### src/rtl/mem_arbiter.sv
// Round-robin arbiter sharing one RAM port between N requesters.
// Each granted access holds its strobe for WAIT+1 cycles, then pulses done for one cycle.
module mem_arbiter #(
    parameter int N    = 3,
    parameter int AW   = 20,
    parameter int DW   = 8,
    parameter int WAIT = 1
) (
    input  logic            clk,
    input  logic            rst,
    input  logic [N-1:0]    req,
    input  logic [N-1:0]    wr,
    input  logic [N*AW-1:0] addr,
    input  logic [N*DW-1:0] wdata,
    output logic [N-1:0]    gnt,
    output logic [N-1:0]    done,
    output logic [DW-1:0]   rdata,
    output logic [AW-1:0]   mem_a,
    output logic [DW-1:0]   mem_wd,
    output logic            mem_re,
    output logic            mem_we,
    input  logic [DW-1:0]   mem_rd
);

    localparam int PW = $clog2(N);

    typedef enum logic [1:0] {
        IDLE   = 2'd0,
        ACCESS = 2'd1,
        DONE   = 2'd2
    } state_t;

    state_t          state, state_n;
    logic [PW-1:0]   ptr, ptr_n;
    logic [PW-1:0]   win;
    logic            found;
    logic [3:0]      cnt, cnt_n;
    logic [N-1:0]    gnt_n, done_n;
    logic [DW-1:0]   rdata_n, mem_wd_n;
    logic [AW-1:0]   mem_a_n;
    logic            mem_re_n, mem_we_n;

    // First requesting index at or after ptr, wrapping mod N.
    always_comb begin
        int idx;
        idx   = 0;
        win   = '0;
        found = 1'b0;
        for (int k = 0; k < N; k++) begin
            idx = (int'(ptr) + k) % N;
            if (!found && req[idx]) begin
                found = 1'b1;
                win   = PW'(idx);
            end
        end
    end

    always_comb begin
        state_n  = state;
        ptr_n    = ptr;
        cnt_n    = cnt;
        gnt_n    = gnt;
        done_n   = done;
        rdata_n  = rdata;
        mem_a_n  = mem_a;
        mem_wd_n = mem_wd;
        mem_re_n = mem_re;
        mem_we_n = mem_we;
        unique case (state)
            IDLE: begin
                if (found) begin
                    gnt_n      = '0;
                    gnt_n[win] = 1'b1;
                    mem_a_n    = addr[int'(win)*AW +: AW];
                    mem_wd_n   = wdata[int'(win)*DW +: DW];
                    mem_re_n   = !wr[win];
                    mem_we_n   = wr[win];
                    cnt_n      = 4'(WAIT);
                    ptr_n      = (int'(win) == N - 1) ? '0 : win + 1'b1;
                    state_n    = ACCESS;
                end
            end
            ACCESS: begin
                if (cnt != '0) begin
                    cnt_n = cnt - 1'b1;
                end else begin
                    // The strobe itself still encodes the latched direction.
                    if (mem_re) rdata_n = mem_rd;
                    mem_re_n = 1'b0;
                    mem_we_n = 1'b0;
                    done_n   = gnt;
                    state_n  = DONE;
                end
            end
            DONE: begin
                done_n  = '0;
                gnt_n   = '0;
                state_n = IDLE;
            end
            default: state_n = IDLE;
        endcase
    end

    always_ff @(posedge clk) begin
        if (rst) begin
            state  <= IDLE;
            ptr    <= '0;
            cnt    <= '0;
            gnt    <= '0;
            done   <= '0;
            rdata  <= '0;
            mem_a  <= '0;
            mem_wd <= '0;
            mem_re <= 1'b0;
            mem_we <= 1'b0;
        end else begin
            state  <= state_n;
            ptr    <= ptr_n;
            cnt    <= cnt_n;
            gnt    <= gnt_n;
            done   <= done_n;
            rdata  <= rdata_n;
            mem_a  <= mem_a_n;
            mem_wd <= mem_wd_n;
            mem_re <= mem_re_n;
            mem_we <= mem_we_n;
        end
    end

endmodule

### config.mk
export PLATFORM = sky130hd
export DESIGN_NAME = mem_arbiter
export DESIGN_NICKNAME = d
export VERILOG_FILES = /design/src/rtl/mem_arbiter.sv
export SDC_FILE = /design/constraint.sdc
export NUM_CORES = 1
export LEC_CHECK = 0
export CELL_PAD_IN_SITES_DETAIL_PLACEMENT = 1
export CELL_PAD_IN_SITES_GLOBAL_PLACEMENT = 2
export CORE_ASPECT_RATIO = 2
export CORE_MARGIN = 5
export CORE_UTILIZATION = 22
export DETAILED_ROUTE_END_ITERATION = 8
export PLACE_DENSITY = 0.84
export SLEW_MARGIN = 25
export SYNTH_ARGS = -nofsm -noshare
export SYNTH_HDL_FRONTEND = slang
export SYNTH_SLANG_ARGS = --single-unit
### constraint.sdc
create_clock -name clk -period 2.84 [get_ports clk]
set_input_delay 0.426 -clock clk [delete_from_list [all_inputs] [get_ports clk]]
set_output_delay 0.426 -clock clk [all_outputs]
set_load 0.005 [all_outputs]
==> flow_summary.toml <==
[outcome]
status = "finished, final reports clean"

[setup_path]
crit_path_end_kind = "flip-flop"
startpoint_type = "flip-flop"
crit_type = "flip-flop to flip-flop"
cpLargestDelayFamily = "compound AO/OA/AOI/OAI gates"
critPathBufInv = 2
worstPathMaxFanout = 41
worstPathCellList = "inv_1 > ha_1 > o41ai_1 > o221ai_2 > and2_1 > buf_12 > o31ai_1 > o2bb2ai_2"
slowest_stage = "o41ai_1"
cp_data_arrival_time_ns = 2.75
max_stage_delay_ns = 0.51
crit_required_ns = 3.02

[timing]
drv_slew = 0
worst_pin_slew_ns = 0.6603
finalHoldViolCount = 0
fin_crit_ns = 2.564
setup_tns_ns = 0
fmax_mhz = 390.0
setup_viol_count_final = 0
fin_crit_sh = 0.9027
rsz0062_at_grt = "no"
finClkSkew_ns = 0.005237
max-slew-margin-rel = 0.5541

[synth]
synth-seq-cells = 52
yosysTopAreaCell = "dfxtp_1"
ys_types = 51
synthTopCellsByCount = "53 x a21oi_1, 52 x dfxtp_1, 30 x o21ai_0"
synth_cells = 372
async_reset_ff_frac = 0
synth.top_cell.area_share = 0.3417
ys.flop_type = "dfxtp_1"
synth_most_common_cell = "a21oi_1"
yosysWarnings = 0
syn_area_um2 = 3047
synth.avg_cell_area_um2 = 8.190
synth_edf_count = 0
yosysSeqAreaShare = 0.3417
synth_area_leaders = "dfxtp_1 34%, a21oi_1 8.7%, o21ai_0 4.9%, o2bb2ai_2 4.9%, nand3_1 4.8%"
syn_nets = 478

[power]
leakage_nw = 1.762
power_frac_clock = 0.146
p_sw_frac = 0.4219
pwr-share-seq = 0.245
power_switching_mw = 2.030
power_density_nw_per_um2 = 998.0
p_total_mw = 4.811
p_int_mw = 2.781
combPwrFrac = 0.608
ir_worst_vdd_mv = 0.3680

[clock_network]
cts.path.max_buffers = 2
htree_num_levels = 2
cts_buffers = 5
cts_root_buf = "clkbuf_16"
clk_pin_slew_ns = 0.07
clock_latency_ns = 0.29
cts_sinks = 52
tritoncts = "built"

[die]
io_pins = 144
start_util = 0.2218
rows = 61
design.core.area_um2 = 13740
die_y_um = 176.4
die_x_um = 93.21
design.die.area_um2 = 16440

[route]
drt_iter0_drc = 75
vias = 3293
dr.pass1.iters = 6
drc_errors = 0
totalWireLength_um = 11340
routedWlPerCell_um = 16.97
postRouteAntennaNets = 0
vias_per_cell = 4.930

[place]
placedCellCount = 658
io_buffers = 143
hpwl_um = 8629
gp_congestion = 0.7951

[finish]
area_growth_pct = 58.23
stdcell_count = 668
drive_above_1_share = 0.09589
diodes = 0
multi_input_area_um2 = 1752
nNetsFinal = 616
fill_cells = 1632
seq_area_um2 = 1041

[global_route]
grt_use_total = 0.1361
grt_pass1_vias = 3445
antenna_found_initial = 0
grt_pass1_wl_um = 18150
grt.overflow.total = 0
grt_max_degree = 43

[min_path]
hp-class = "flip-flop to flip-flop"

[run]
cap_violations = 0
## cell usage in the layout (no fill, tap or decap), types with 11 or more instances in the layout
| master | instances |
|---|---|
| a21oi_1 | 53 |
| and3_1 | 12 |
| buf_4 | 17 |
| clkdlybuf4s50_1 | 142 |
| dfxtp_1 | 52 |
| inv_1 | 24 |
| nand2_1 | 22 |
| nand3_1 | 29 |
| nand3b_1 | 15 |
| nor2_1 | 11 |
| o21ai_0 | 30 |
| o21ai_1 | 12 |
| o31ai_1 | 16 |
## logic make-up after synthesis
logic type,synth area share
mux,0.02710
simple gates,0.1984
flops,0.3417
xor+xnor,0.005751
buf+inv,0.08870
compound gates,0.3138
fa+ha+maj,0.02464
## worst paths after layout
| check | startpoint | end | slack (ns) | cells past startpoint |
|---|---|---|---|---|
| worst max-delay path | ptr[0] | mem_a[18] | 0.28 | 8 |
| worst min-delay path | rdata[3] | rdata[3] | 0.46 | 2 |
| worst max register to register | ptr[0] | mem_a[18] | 0.28 | 8 |
| worst min register to register | rdata[3] | rdata[3] | 0.46 | 2 |
## power groups by stage
stage               logic, mW  registers [mW]  clock network [mW]
finish                   2.93            1.18               0.704
global route             3.24            1.22               0.762
CTS                      2.96            1.18               0.733
detailed placement       2.94            1.20                   0
global placement         2.90            1.18                   0
floorplan                1.83            1.17                   0
## per-layer routing
metal / GRT usage / wire (um)
met1: 0.1728 / 4957
met2: 0.2194 / 5049
met3: 0.05416 / 1225
met4: 0.02508 / 104
met5: 0 / 0
## sequential cells by signal, summed over array words and instances, names as in the netlist
register and flops:
cnt 4, mem_wd 8, mem_a 20, ptr 2
state 2, rdata 8, gnt 3, mem_re 1
mem_we 1, done 3
## tightest hold or removal path, cell delays in order, from the launching register on
cell	delay, ns
dfxtp_1	0.31
nand2_1	0.05
a21oi_1	0.05
## per-stage QoR
step | setup WS (ns) | hold WS, ns | instance area, um^2 | utilization
floorplan | 0.4623 | 0.4527 | 3047 | -
global placement | 0.07629 | 0.4438 | 4636 | 0.3374
detailed placement | 0.03373 | 0.4462 | 4636 | 0.3374
CTS | 0.1345 | 0.4572 | 4803 | 0.3496
global route | 0.1141 | 0.4852 | 4821 | 0.3509
finish | 0.2762 | 0.4564 | 4821 | 0.3509
## repair_timing
action                     CTS  global route
buffers inserted             0             2
setup endpoints to repair    0            18
hold buffers                 0             0
gates resized for setup      0             1
hold endpoints to repair     0             0
## area by class of cell
cell class                      count  share of cell area
Multi-Input combinational cell    266              0.3634
Sequential cell                    52              0.2159
Tap cell                          157             0.04075
Timing Repair Buffer              161              0.3265
Inverter                           24             0.01869
Clock inverter                      3            0.008824
Clock buffer                        5             0.02595
Note: power is estimated with default switching activity, not from simulation.
